<file path="src/rtl/key_instruct_arb_if.sv">
// Signal bundle between the key instruct arbiter and its requesters/consumer.
// The slave modport is the arbiter's view; master is the driving side.
interface key_instruct_arb_if;
  logic        key_lr_status;
  logic        key_instruct_valid;
  logic [15:0] key_instruct;
  logic        host_instruct_valid;
  logic [15:0] host_instruct;
  logic [31:0] cfg_ack_timeout;
  logic        ins_valid;
  logic [15:0] ins_data;
  logic        ins_src;
  logic        ins_ack;
  logic        timeout_pulse;
  logic [15:0] drop_cnt_local;
  logic [15:0] drop_cnt_remote;

  modport master (
    output key_lr_status, key_instruct_valid, key_instruct,
           host_instruct_valid, host_instruct, cfg_ack_timeout, ins_ack,
    input  ins_valid, ins_data, ins_src, timeout_pulse,
           drop_cnt_local, drop_cnt_remote
  );

  modport slave (
    input  key_lr_status, key_instruct_valid, key_instruct,
           host_instruct_valid, host_instruct, cfg_ack_timeout, ins_ack,
    output ins_valid, ins_data, ins_src, timeout_pulse,
           drop_cnt_local, drop_cnt_remote
  );
endinterface

</file>
<file path="src/rtl/key_instruct_arb.sv">
// Arbitrates local-panel and remote-host key instructs onto one valid/ack consumer,
// with a FIFO per requester, starvation guard, ack timeout and drop statistics.
module key_instruct_arb #(
  parameter int U_DLY      = 1,
  parameter int FIFO_DEPTH = 4
) (
  input logic               clk_sys,
  input logic               rst_n,
  key_instruct_arb_if.slave bus
);
  localparam int AW = $clog2(FIFO_DEPTH);

  typedef enum logic [1:0] {S_IDLE, S_ISSUE, S_GAP} state_t;
  state_t state_reg, state_next;

  // Requester index 0 = remote host, 1 = local panel, so the index is ins_src.
  logic [1:0]       push_req;
  logic [1:0][15:0] push_word;
  logic [1:0]       fifo_empty;
  logic [1:0]       fifo_full;
  logic [1:0]       pop;
  logic [1:0][15:0] head_word;
  logic [1:0][15:0] drop_cnt;

  assign push_req  = {bus.key_instruct_valid, bus.host_instruct_valid};
  assign push_word = {bus.key_instruct, bus.host_instruct};

  if (FIFO_DEPTH < 2 || (FIFO_DEPTH & (FIFO_DEPTH - 1)) != 0 || U_DLY < 0) begin : g_illegal_params
  end

  for (genvar gi = 0; gi < 2; gi++) begin : g_fifo
    logic [15:0] mem [FIFO_DEPTH];
    logic [AW:0] wr_ptr_reg;
    logic [AW:0] rd_ptr_reg;
    logic [15:0] drop_reg;

    assign fifo_empty[gi] = (wr_ptr_reg == rd_ptr_reg);
    assign fifo_full[gi]  = (wr_ptr_reg[AW-1:0] == rd_ptr_reg[AW-1:0]) &&
                            (wr_ptr_reg[AW] != rd_ptr_reg[AW]);
    assign head_word[gi]  = mem[rd_ptr_reg[AW-1:0]];
    assign drop_cnt[gi]   = drop_reg;

    always_ff @(posedge clk_sys) begin
      if (push_req[gi] && !fifo_full[gi])
        mem[wr_ptr_reg[AW-1:0]] <= push_word[gi];
    end

    // Fullness is the pre-pop value, so a write into a full FIFO drops even on a pop cycle.
    always_ff @(posedge clk_sys or negedge rst_n) begin
      if (!rst_n) begin
        wr_ptr_reg <= '0;
        rd_ptr_reg <= '0;
        drop_reg   <= '0;
      end else begin
        if (push_req[gi]) begin
          if (!fifo_full[gi])
            wr_ptr_reg <= wr_ptr_reg + 1'b1;
          else if (drop_reg != 16'hFFFF)
            drop_reg <= drop_reg + 16'd1;
        end
        if (pop[gi])
          rd_ptr_reg <= rd_ptr_reg + 1'b1;
      end
    end
  end

  logic        owner;
  logic        owner_has;
  logic        other_has;
  logic        gsel;
  logic        grant;
  logic        tmo_hit;
  logic        lr_changed;
  logic        lr_prev_reg;
  logic [2:0]  starv_reg;
  logic [31:0] timer_reg;
  logic [31:0] tmo_cfg_reg;
  logic        ins_valid_reg;
  logic [15:0] ins_data_reg;
  logic        ins_src_reg;
  logic        timeout_pulse_reg;

  assign owner      = bus.key_lr_status;
  assign owner_has  = !fifo_empty[owner];
  assign other_has  = !fifo_empty[~owner];
  assign gsel       = (owner_has && !(starv_reg == 3'd4 && other_has)) ? owner : ~owner;
  assign lr_changed = (bus.key_lr_status != lr_prev_reg);

  always_comb begin
    state_next = state_reg;
    grant      = 1'b0;
    pop        = '0;
    tmo_hit    = 1'b0;
    case (state_reg)
      S_IDLE: begin
        if (owner_has || other_has) begin
          grant      = 1'b1;
          pop[gsel]  = 1'b1;
          state_next = S_ISSUE;
        end
      end
      S_ISSUE: begin
        if (bus.ins_ack) begin
          state_next = S_GAP;
        end else if (tmo_cfg_reg != 32'd0 && timer_reg == tmo_cfg_reg) begin
          tmo_hit    = 1'b1;
          state_next = S_GAP;
        end
      end
      S_GAP:   state_next = S_IDLE;
      default: state_next = S_IDLE;
    endcase
  end

  always_ff @(posedge clk_sys or negedge rst_n) begin
    if (!rst_n) begin
      state_reg         <= S_IDLE;
      ins_valid_reg     <= 1'b0;
      ins_data_reg      <= '0;
      ins_src_reg       <= 1'b0;
      timeout_pulse_reg <= 1'b0;
      timer_reg         <= '0;
      tmo_cfg_reg       <= '0;
    end else begin
      state_reg         <= state_next;
      timeout_pulse_reg <= tmo_hit;
      if (grant) begin
        ins_valid_reg <= 1'b1;
        ins_data_reg  <= head_word[gsel];
        ins_src_reg   <= gsel;
        timer_reg     <= 32'd1;
        tmo_cfg_reg   <= bus.cfg_ack_timeout;
      end else if (state_reg == S_ISSUE) begin
        if (state_next == S_GAP)
          ins_valid_reg <= 1'b0;
        else
          timer_reg <= timer_reg + 32'd1;
      end
    end
  end

  // Counts consecutive owner grants taken while the other side was waiting.
  always_ff @(posedge clk_sys or negedge rst_n) begin
    if (!rst_n) begin
      starv_reg   <= '0;
      lr_prev_reg <= 1'b0;
    end else begin
      lr_prev_reg <= bus.key_lr_status;
      if (lr_changed || !other_has)
        starv_reg <= '0;
      else if (grant)
        starv_reg <= (gsel == owner && starv_reg != 3'd7) ? starv_reg + 3'd1 : 3'd0;
    end
  end

  assign bus.ins_valid       = ins_valid_reg;
  assign bus.ins_data        = ins_data_reg;
  assign bus.ins_src         = ins_src_reg;
  assign bus.timeout_pulse   = timeout_pulse_reg;
  assign bus.drop_cnt_local  = drop_cnt[1];
  assign bus.drop_cnt_remote = drop_cnt[0];
endmodule

</file>
<file path="src/flat_wrapper.sv">
// flat-port wrapper written by rule: the top's interface ports become plain ports
module key_instruct_arb_flat 
#(
  parameter int U_DLY      = 1,
  parameter int FIFO_DEPTH = 4
)
  (clk_sys, rst_n, bus_key_lr_status, bus_key_instruct_valid, bus_key_instruct, bus_host_instruct_valid, bus_host_instruct, bus_cfg_ack_timeout, bus_ins_ack, bus_ins_valid, bus_ins_data, bus_ins_src, bus_timeout_pulse, bus_drop_cnt_local, bus_drop_cnt_remote);
  key_instruct_arb_if bus_i ();
  input logic clk_sys;
  input logic rst_n;
  input wire logic [$bits(bus_i.key_lr_status)-1:0] bus_key_lr_status;
  input wire logic [$bits(bus_i.key_instruct_valid)-1:0] bus_key_instruct_valid;
  input wire logic [$bits(bus_i.key_instruct)-1:0] bus_key_instruct;
  input wire logic [$bits(bus_i.host_instruct_valid)-1:0] bus_host_instruct_valid;
  input wire logic [$bits(bus_i.host_instruct)-1:0] bus_host_instruct;
  input wire logic [$bits(bus_i.cfg_ack_timeout)-1:0] bus_cfg_ack_timeout;
  input wire logic [$bits(bus_i.ins_ack)-1:0] bus_ins_ack;
  output wire logic [$bits(bus_i.ins_valid)-1:0] bus_ins_valid;
  output wire logic [$bits(bus_i.ins_data)-1:0] bus_ins_data;
  output wire logic [$bits(bus_i.ins_src)-1:0] bus_ins_src;
  output wire logic [$bits(bus_i.timeout_pulse)-1:0] bus_timeout_pulse;
  output wire logic [$bits(bus_i.drop_cnt_local)-1:0] bus_drop_cnt_local;
  output wire logic [$bits(bus_i.drop_cnt_remote)-1:0] bus_drop_cnt_remote;
  assign bus_i.key_lr_status = bus_key_lr_status;
  assign bus_i.key_instruct_valid = bus_key_instruct_valid;
  assign bus_i.key_instruct = bus_key_instruct;
  assign bus_i.host_instruct_valid = bus_host_instruct_valid;
  assign bus_i.host_instruct = bus_host_instruct;
  assign bus_i.cfg_ack_timeout = bus_cfg_ack_timeout;
  assign bus_i.ins_ack = bus_ins_ack;
  assign bus_ins_valid = bus_i.ins_valid;
  assign bus_ins_data = bus_i.ins_data;
  assign bus_ins_src = bus_i.ins_src;
  assign bus_timeout_pulse = bus_i.timeout_pulse;
  assign bus_drop_cnt_local = bus_i.drop_cnt_local;
  assign bus_drop_cnt_remote = bus_i.drop_cnt_remote;
  key_instruct_arb #(.U_DLY(U_DLY), .FIFO_DEPTH(FIFO_DEPTH)) u_core (.clk_sys(clk_sys), .rst_n(rst_n), .bus(bus_i));
endmodule
</file>
<file path="config.mk">
export PLATFORM = sky130hd
export DESIGN_NAME = key_instruct_arb_flat
export DESIGN_NICKNAME = d
export VERILOG_FILES = /design/src/rtl/key_instruct_arb_if.sv /design/src/rtl/key_instruct_arb.sv /design/src/flat_wrapper.sv
export SDC_FILE = /design/constraint.sdc
export NUM_CORES = 1
export LEC_CHECK = 0
export ABC_AREA = 1
export CAP_MARGIN = 20
export CELL_PAD_IN_SITES_DETAIL_PLACEMENT = 0
export CELL_PAD_IN_SITES_GLOBAL_PLACEMENT = 1
export CORE_ASPECT_RATIO = 0.5
export CORE_MARGIN = 3
export CORE_UTILIZATION = 44
export DETAILED_ROUTE_END_ITERATION = 6
export PLACE_DENSITY = 0.77
export SLEW_MARGIN = 20
export SYNTH_ARGS = -nofsm -noshare
export SYNTH_HDL_FRONTEND = slang
export SYNTH_SLANG_ARGS = --single-unit
</file>
<file path="constraint.sdc">
create_clock -name clk_sys -period 2.8 [get_ports clk_sys]
set_clock_uncertainty 0.15 [all_clocks]
set_input_delay 0.84 -clock clk_sys [delete_from_list [all_inputs] [get_ports clk_sys]]
set_output_delay 0.84 -clock clk_sys [all_outputs]
set_load 0.005 [all_outputs]
</file>
==> results.toml, run 1 <==
[outcome]
status = "finished clean"

[timing]
worst_slack_ns = 0.291
finalCritPeriodShare_pct = 89.6
tns_ns = 0
slew_violations = 0
min_period_ns = 2.51
rsz0062_at_grt = "no"
slew_headroom_pct = 57.5
hold_viol = 0
setup_viol = 0
tightest_slew_ns = 0.637
fmax_ghz = 0.399

[critical_path]
slowest_stage = "clkdlybuf4s50_1"
path_cells = "clkdlybuf4s50_1"
cp_max_fo = 6
critPathKind = "reg2out"
worst-path-buf-inv = 1
worstPathRequired_ns = 1.81
crit_family = "buffers and inverters"
startpoint_type = "flip-flop"
r2r-start = "u_core.g_fifo[1].rd_ptr_reg[0]"
cp-end-kind = "primary output"
r2r_cells = 9
crit_arrival_ns = 1.52
critPathMaxStageDelay_ns = 0.54
rr_endpoint = "u_core.starv_reg[0]"
r2r_slack_ns = 0.44

[clocking]
clk_latency_ns = 0.55
numCtsBuffers = 25
postCtsHoldBufs = 0
cts_tree = "built"
cts.clk_slew.worst_paths_ns = 0.07
cts_root_buf = "clkbuf_16"
cts_max_level = 1
cts_max_path_buffers = 3
ctsResizeCount = 0
cts_sinks = 261
postCtsSetupRepairBufs = 0

[layout]
largest_reg_flops = 128
num-nets-final = 1534
final-seq-area_um2 = 7170
drive_gt1_share_pct = 6.89
utilization_pct = 55.4
multi_input_area_um2 = 4580
diodes = 0
syn_to_final_growth_pct = 20.8
fillers = 2461

[power_and_ir_drop]
vdd_drop_max_uv = 508
p_leak_nw = 6.30
power_density_nw_per_um2 = 932

[global_route]
track_usage_pct = 20.4
grt_max_degree = 57
grt_pass1_vias = 9423
grt.overflow.total = 0
grt_pass1_wl_um = 50300
antenna_found_initial = 0

[yosys]
yosysWarnings = 0
synth-simple-area-share_pct = 24.8
synthCells = 1327
syn_area_um2 = 12400
synth_fp_nets = 1413
ys_async_sr_fraction_pct = 51.0
ys_seq_area_share_pct = 57.7
ys.flop_type = "dfrtp_1"
synth_cell_types = 35
synth_fa_ha_area_share_pct = 1.61
synth_top_family_by_area = "simple AND/OR/NAND/NOR gates"
synth_edf_count = 128
synth_mux_area_share_pct = 0
synth-xor-area-share_pct = 5.27
syn_avg_cell_area_um2 = 9.36
ys_ff_latch = 261
synth_compound_area_share_pct = 5.21

[place]
portBuffers = 120
detailedPlace.worstSlack_ns = 0.136
gp_congestion = 0.864
hpwl_um = 21000

[detailed_routing]
first_pass_iters = 5
drc = 0
finalWirelength_um = 30800
routed-via-count = 9517
wire_per_inst_um = 16.7
vias_per_cell = 5.17
antenna_left = 0
drt_iter0_drc = 654

[min_path]
hold_path.class = "in2async"

[floorplan]
num_rows = 42
start_util_pct = 45.8
die_h_um = 125
die_x_um = 244
ios = 121
dieArea_um2 = 30400
coreArea_um2 = 27100

[flow_run]
max_cap_violations = 0
==> cell type report <==
type | count | share of cell area, %
Tap cell | 374 | 3.12
Clock inverter | 14 | 1.07
Sequential cell | 261 | 47.8
Multi-Input combinational cell | 913 | 30.5
Timing Repair Buffer | 147 | 10.4
Inverter | 100 | 2.57
Clock buffer | 31 | 4.58
==> report_power, final <==
part,internal (mW),switching [mW],total (mW)
Clock,2.03,1.51,3.54
Sequential,5.03,0.657,5.69
Combinational,1.82,2.95,4.77
Total,8.88,5.12,14.0
==> synth_stat cells, types with 16 or more instances <==
| library cell | count | share of area (%) |
|---|---|---|
| nand2_1 | 341 | 10 |
| nor2_1 | 156 | 4.7 |
| dfrtp_1 | 133 | 27 |
| edfxtp_1 | 128 | 31 |
| nand3_1 | 97 | 3.9 |
| inv_1 | 90 | 2.7 |
| o21ai_0 | 82 | 3.3 |
| nand4_1 | 59 | 3.0 |
| xor2_1 | 42 | 3.0 |
| o22ai_1 | 32 | 1.6 |
| xnor2_1 | 29 | 2.0 |
| clkbuf_1 | 23 | 0.69 |
| buf_2 | 19 | 0.77 |
| nor3_1 | 17 | 0.68 |
| ha_1 | 16 | 1.6 |
==> worst max-delay path by stage <==
stage	from	end	cells after the start
detailed placement	bus_key_lr_status	u_core.g_fifo[0].rd_ptr_reg[0]	10
CTS	u_core.bus.drop_cnt_local[7]	bus_drop_cnt_local[7]	1
global placement	bus_key_lr_status	u_core.g_fifo[0].rd_ptr_reg[0]	10
finish	u_core.bus.drop_cnt_local[7]	bus_drop_cnt_local[7]	1
global route	u_core.g_fifo[1].rd_ptr_reg[0]	u_core.starv_reg[0]	9
floorplan	bus_key_instruct_valid	u_core.g_fifo[1].mem[3][0]	2
==> cell families after synthesis <==
family / after synthesis
buffers and inverters: 153
DFF: 261
AOI/OAI and AO/OA: 119
xor gates and xnor gates: 73
adders and majority gates: 16
and+or+nand+nor: 705
==> per-layer routing <==
layer / vias to the layer above / GRT usage, % / part of all wire (%)
li1: 4684 / - / -
met1: 4595 / 28.5 / 46
met2: 195 / 33.4 / 48
met3: 43 / 3.40 / 4.3
met4: 0 / 5.09 / 2.1
met5: - / 0 / 0
==> metrics by stage <==
| step | instances | power, mW | hold slack, ns | instance area, um^2 |
|---|---|---|---|---|
| 2_1_floorplan | 1327 | 8.71 | 0.313 | 12400 |
| 3_3_place_gp | 1795 | 10.4 | 0.317 | 14200 |
| 3_5_place_dp | 1795 | 10.6 | 0.320 | 14200 |
| 4_1_cts | 1840 | 14.1 | 0.146 | 15000 |
| 5_1_grt | 1840 | 15.0 | 0.160 | 15000 |
| 6_report | 1840 | 14.0 | 0.125 | 15000 |
==> cell usage in the layout, fill, tap and decap left out, types with 5 or more instances in the layout <==
cell	n
edfxtp_1	128
nor3_1	17
nand4_1	59
o22ai_1	32
dfrtp_1	133
nand3_1	97
nand2_1	341
nor2_1	155
ha_1	16
xnor2_1	29
inv_1	90
xor2_1	42
nand3b_1	9
buf_12	12
clkbuf_16	25
o21ai_0	82
nand2_2	8
nor2_2	5
buf_4	15
clkdlybuf4s50_1	119
clkinv_1	6
No activity file was read; power rests on OpenSTA's default activity.
==> run 2, diff against run 1 <==
--- a/config.mk
+++ b/config.mk
@@ -18,3 +18,4 @@
 export SYNTH_ARGS = -nofsm -noshare
 export SYNTH_HDL_FRONTEND = slang
 export SYNTH_SLANG_ARGS = --single-unit
+export TNS_END_PERCENT = 30
==> constraint.sdc (replaced) <==
create_clock -name clk_sys -period 2.8 [get_ports clk_sys]
set_clock_uncertainty 0.15 [all_clocks]
set_input_delay 0.84 -clock clk_sys [delete_from_list [all_inputs] [get_ports clk_sys]]
set_output_delay 0.84 -clock clk_sys [all_outputs]
set_load 0.02 [all_outputs]
==> results of run 2 <==
Same layout as run 1 (identical final DEF). Status: finished clean.
Main changes from that run: setup slack after layout 0.291 ns -> 0.188 ns; total power 14.0 mW -> 14.2 mW; worst IR drop on VDD 508 uV -> 512 uV
==> run 3, diff against run 2 <==
--- a/config.mk
+++ b/config.mk
@@ -8,12 +8,12 @@
 export ABC_AREA = 1
 export CAP_MARGIN = 20
 export CELL_PAD_IN_SITES_DETAIL_PLACEMENT = 0
-export CELL_PAD_IN_SITES_GLOBAL_PLACEMENT = 1
+export CELL_PAD_IN_SITES_GLOBAL_PLACEMENT = 2
 export CORE_ASPECT_RATIO = 0.5
 export CORE_MARGIN = 3
-export CORE_UTILIZATION = 44
+export CORE_UTILIZATION = 36
 export DETAILED_ROUTE_END_ITERATION = 6
-export PLACE_DENSITY = 0.77
+export PLACE_DENSITY = 0.78
 export SLEW_MARGIN = 20
 export SYNTH_ARGS = -nofsm -noshare
 export SYNTH_HDL_FRONTEND = slang
==> run 3 against run 2 <==
  * Clock power is 13% higher
  * Critical path depth stayed put
  * Non-clock buffer count is 3 higher
  * Worst setup slack worse by 0.051 ns
  * Critical path type unchanged
  * Largest power group unchanged
  * Sequential share of layout area is 0.65 points lower
  * Routed wire length is 6.7% higher
  * Combinational power is 2% higher
  * First-iteration DRC count is 19% lower
  * Cell count is 4.0% higher
  * Via count is 0.76% lower
==> results.toml, run 3 (synthesis results as in run 1) <==
[timing]
finalCritPeriodShare_pct = 95.1
tightest_slew_ns = 0.693
fmax_ghz = 0.376
slew_violations = 0
slew_headroom_pct = 53.8
min_period_ns = 2.66
hold_viol = 0
worst_slack_ns = 0.137
rsz0062_at_grt = "no"
fin_hold_ws_ns = 0.324
setup_viol = 0
tns_ns = 0

[critical_path]
worstPathRequired_ns = 1.81
critPathMaxStageDelay_ns = 0.67
crit_arrival_ns = 1.67
startpoint_type = "flip-flop"
cp-end-kind = "primary output"
cp_max_fo = 2
r2r_slack_ns = 0.50
path_cells = "clkdlybuf4s50_1"
worst-path-buf-inv = 1
critPathKind = "reg2out"
crit_family = "buffers and inverters"
slowest_stage = "clkdlybuf4s50_1"

[power_and_ir_drop]
sw_frac_of_total_pct = 37.6
p_leak_nw = 6.36
pwr-share-clk_pct = 27.0
p_sw_mw = 5.56
combPwrFrac_pct = 34.4
pwr-share-seq_pct = 38.6
power_density_nw_per_um2 = 971
vdd_drop_max_uv = 653
internal_power_mw = 9.21

[clocking]
cts_root_buf = "clkbuf_16"
clk_latency_ns = 0.57
cts_max_level = 1
cts_tree = "built"
cts.clk_slew.worst_paths_ns = 0.07
numCtsBuffers = 26
cts_sinks = 261
cts_max_path_buffers = 3
ctsResizeCount = 0

[detailed_routing]
finalWirelength_um = 32900
vias_per_cell = 4.94
drc = 0
drt_iter0_drc = 533
wire_per_inst_um = 17.2
first_pass_iters = 5
routed-via-count = 9445
antenna_left = 0

[global_route]
grt_pass1_wl_um = 50500
grt.overflow.total = 0
grt_max_degree = 103
track_usage_pct = 17.5
antenna_found_initial = 0
grt_pass1_vias = 9007

[flow_run]
max_cap_violations = 0

[min_path]
hold_path.class = "reg2reg"

[layout]
largest_reg_flops = 128
fillers = 3196
drive_gt1_share_pct = 7.40
diodes = 0
final_cell_mix = "nand2_1 (341), nor2_1 (155), dfrtp_1 (133), edfxtp_1 (128), clkdlybuf4s50_1 (119)"
fin_area_um2 = 15200
num-nets-final = 1538
fin_cells = 1913
syn_to_final_growth_pct = 22.5
final_common_cell = "nand2_1"

[place]
hpwl_um = 22600
post_dp_cell_area_um2 = 14200
dp.cells = 1864
gp_congestion = 0.852
detailedPlace.worstSlack_ns = 0.0532
portBuffers = 120

[floorplan]
dieArea_um2 = 36900
num_rows = 47
die_h_um = 137
start_util_pct = 37.1
coreArea_um2 = 33500
die_x_um = 269
ios = 121

[outcome]
status = "finished clean"
==> run 3: changes by cell type in the layout (fill, tap and decap cells not counted) <==
cell / before / now
dlygate4sd3_1: 0 / 1
clkinv_4: 0 / 2
bufinv_16: 3 / 6
clkbuf_16: 25 / 26
inv_16: 1 / 0
buf_4: 15 / 20
inv_6: 0 / 1
clkinv_2: 4 / 3
clkinv_16: 0 / 1
clkinv_1: 6 / 4
buf_12: 12 / 9
clkbuf_1: 2 / 1
==> run 3: stage by stage <==
step	total power [mW]	utilization, %
floorplan	8.93	-
global placement	10.8	42.4
detailed placement	10.9	42.4
CTS	15.0	45.4
global route	15.7	45.4
finish	14.8	45.4
==> run 3: power by group through the flow <==
stage | Sequential [mW] | Clock (mW) | Combinational, mW
after CTS | 5.71 | 4.09 | 5.16
after global placement | 5.77 | 0 | 5.06
after global routing | 5.80 | 4.23 | 5.67
after floorplan | 5.78 | 0 | 3.15
after detailed placement | 5.78 | 0 | 5.14
final | 5.70 | 3.99 | 5.08
==> run 3: final timing paths <==
check                                startpoint               endpoint  cells past startpoint
max reg2reg                 u_core.timer_reg[1]   u_core.timer_reg[26]                      9
min                        u_core.bus.ins_valid   u_core.bus.ins_valid                      2
max                          u_core.bus.ins_src            bus_ins_src                      1
min in group asynchronous                 rst_n   u_core.timer_reg[13]                      2
min reg2reg                u_core.bus.ins_valid   u_core.bus.ins_valid                      2
max in group asynchronous                 rst_n  u_core.tmo_cfg_reg[0]                      3
==> run 3: layout make-up <==
cell class | count | area [um^2] | share of cell area (%)
sequential | 261 | 7170 | 47.1
multi-input combinational | 913 | 4580 | 30.1
timing repair buffer | 150 | 1540 | 10.1
clock buffer | 31 | 709 | 4.66
tap | 441 | 552 | 3.63
inverter | 100 | 385 | 2.53
clock inverter | 17 | 274 | 1.80
==> run 3: timing repair <==
action	in CTS	in global routing
endpoints found under the hold margin	3	0
setup buffers	0	0
hold buffers	1	0
==> run 3: worst reg2reg max path, cell delays in order (launching register included) <==
cell     delay, ns
dfrtp_1       0.45
ha_1          0.28
nand3_1       0.28
inv_1         0.19
nand2_1       0.18
nor2_1        0.32
nand3_1       0.12
nand2_1       0.08
nand4_1       0.10
nand2_1       0.09
==> run 3: routing by layer <==
| layer | part of all wire [%] | GRT usage (%) | up-vias |
|---|---|---|---|
| li1 | - | - | 4687 |
| met1 | 48 | 24.4 | 4566 |
| met2 | 48 | 29.6 | 151 |
| met3 | 3.3 | 2.66 | 41 |
| met4 | 1.6 | 3.19 | 0 |
| met5 | 0 | 0 | - |
==> patch, RTL diff (config.mk and constraints of run 3) <==
Make the reset (`rst_n`) synchronous in 3 clocked blocks.
--- a/src/rtl/key_instruct_arb.sv
+++ b/src/rtl/key_instruct_arb.sv
@@ -47,5 +47,5 @@
 
     // Fullness is the pre-pop value, so a write into a full FIFO drops even on a pop cycle.
-    always_ff @(posedge clk_sys or negedge rst_n) begin
+    always_ff @(posedge clk_sys) begin
       if (!rst_n) begin
         wr_ptr_reg <= '0;
@@ -113,5 +113,5 @@
   end
 
-  always_ff @(posedge clk_sys or negedge rst_n) begin
+  always_ff @(posedge clk_sys) begin
     if (!rst_n) begin
       state_reg         <= S_IDLE;
@@ -141,5 +141,5 @@
 
   // Counts consecutive owner grants taken while the other side was waiting.
-  always_ff @(posedge clk_sys or negedge rst_n) begin
+  always_ff @(posedge clk_sys) begin
     if (!rst_n) begin
       starv_reg   <= '0;
Function: differs if rst_n is asserted again (counterexample within 4 cycles, from zero or initial values and one cycle with rst_n low); with rst_n held inactive, the same outputs for 4 cycles.
==> patch against run 3 <==
Routed wire length is 0.64% higher. Setup slack gained 0.023 ns. Global-route usage grew 0.71 points. Utilization rose by 0.52 points. Register-to-register slack improved by 0.09 ns. Area after synthesis decreased by 1.8%. Largest power group unchanged. Critical path depth stayed put. Synthesized cell count is 6.6% higher. Power fell by 15%. Highest routed layer unchanged. Final cell count grew 4.1%. Sequential cell count grew 4. Cell area decreased by 1.9%. Critical path type unchanged.
==> patch: results <==
group,metric,value,unit
finish,fin_nets,1625,
worst_hold_path,hp-start,"u_core.bus.ins_valid",
drt,dr_wl_met2,15.83,mm
finish,buffers,162,
finish,buf_share,0.1088,
global_route,grt_pass1_wl,53.04,mm
worst_hold_path,min_to,"u_core.bus.ins_valid",
finish,fin_cells,1991,
sta,timing.hold.ws,0.3231,ns
drt,drt_iter0_drc,603,
logic_synthesis,async_reset_ff_frac,0,
drt,dr_wl_met3,1.246,mm
critical_path,rr_worst_depth,12,
logic_synthesis,syn-num-nets,1501,
status,outcome,"finished clean",
critical_path,cpPeakStageDelay,0.65,ns
power,powerClk,3.68,mW
finish,seq_share,0.4411,
drt,wl_met1,15.47,mm
logic_synthesis,synth_flop_cell,"dfxtp_1",
critical_path,cp.arrival,1.65,ns
critical_path,crit_path_start,"u_core.bus.drop_cnt_remote[11]",
finish,multi_input_cells,966,
critical_path,crit_fanout,5,
logic_synthesis,synth_commonest_cells,"239 x nand2_1, 217 x nor2_1, 137 x dfxtp_1",
finish,multi_input_area_share,0.3243,
power,power_leakage,5.558,nW
drt,drt_pre_antenna_iters,6,
finish,drive_gt1_frac,0.06607,
logic_synthesis,synth_area_leaders,"edfxtp_1 32%, dfxtp_1 22%, nand2_1 7.4%",
global_route,grt_usage,0.1825,
drt,routed_via_density,4.997,
global_route,grt_pass1_vias,9906,
placement,gp_congestion,0.8186,
drt,avgRoutedWirePerCell,16.61,um
power,sw_frac_of_total,0.3534,
logic_synthesis,ys_seq_area_frac,0.5401,
finish,fillerInstances,3119,
## patch: cell count changes in the layout (fill, tap and decap cells not counted), moves of 7 or more
cell	change
nand4_1	-29
nor4_1	+8
nand3b_1	-7
buf_4	+13
o21ai_0	+38
a21oi_1	+72
nor2_1	+62
nand2_1	-103
inv_1	+24
dfxtp_1	+137
dfrtp_1	-133
nor3_1	+14
xor2_1	-10
## patch: cell families (layout without fill, tap and decap cells)
kind of cell,after synthesis,after routing,share of synthesized area
buf+inv,184,328,0.06351
xor+xnor,68,68,0.05068
fa+ha+maj,16,16,0.01642
flops,265,265,0.5401
simple gates,643,643,0.2255
compound gates,239,239,0.1038
## patch: per-layer routing
layer | GRT usage | up-vias
li1 | - | 5013
met1 | 0.2439 | 4725
met2 | 0.3158 | 172
met3 | 0.02966 | 39
met4 | 0.03526 | 0
met5 | 0 | -
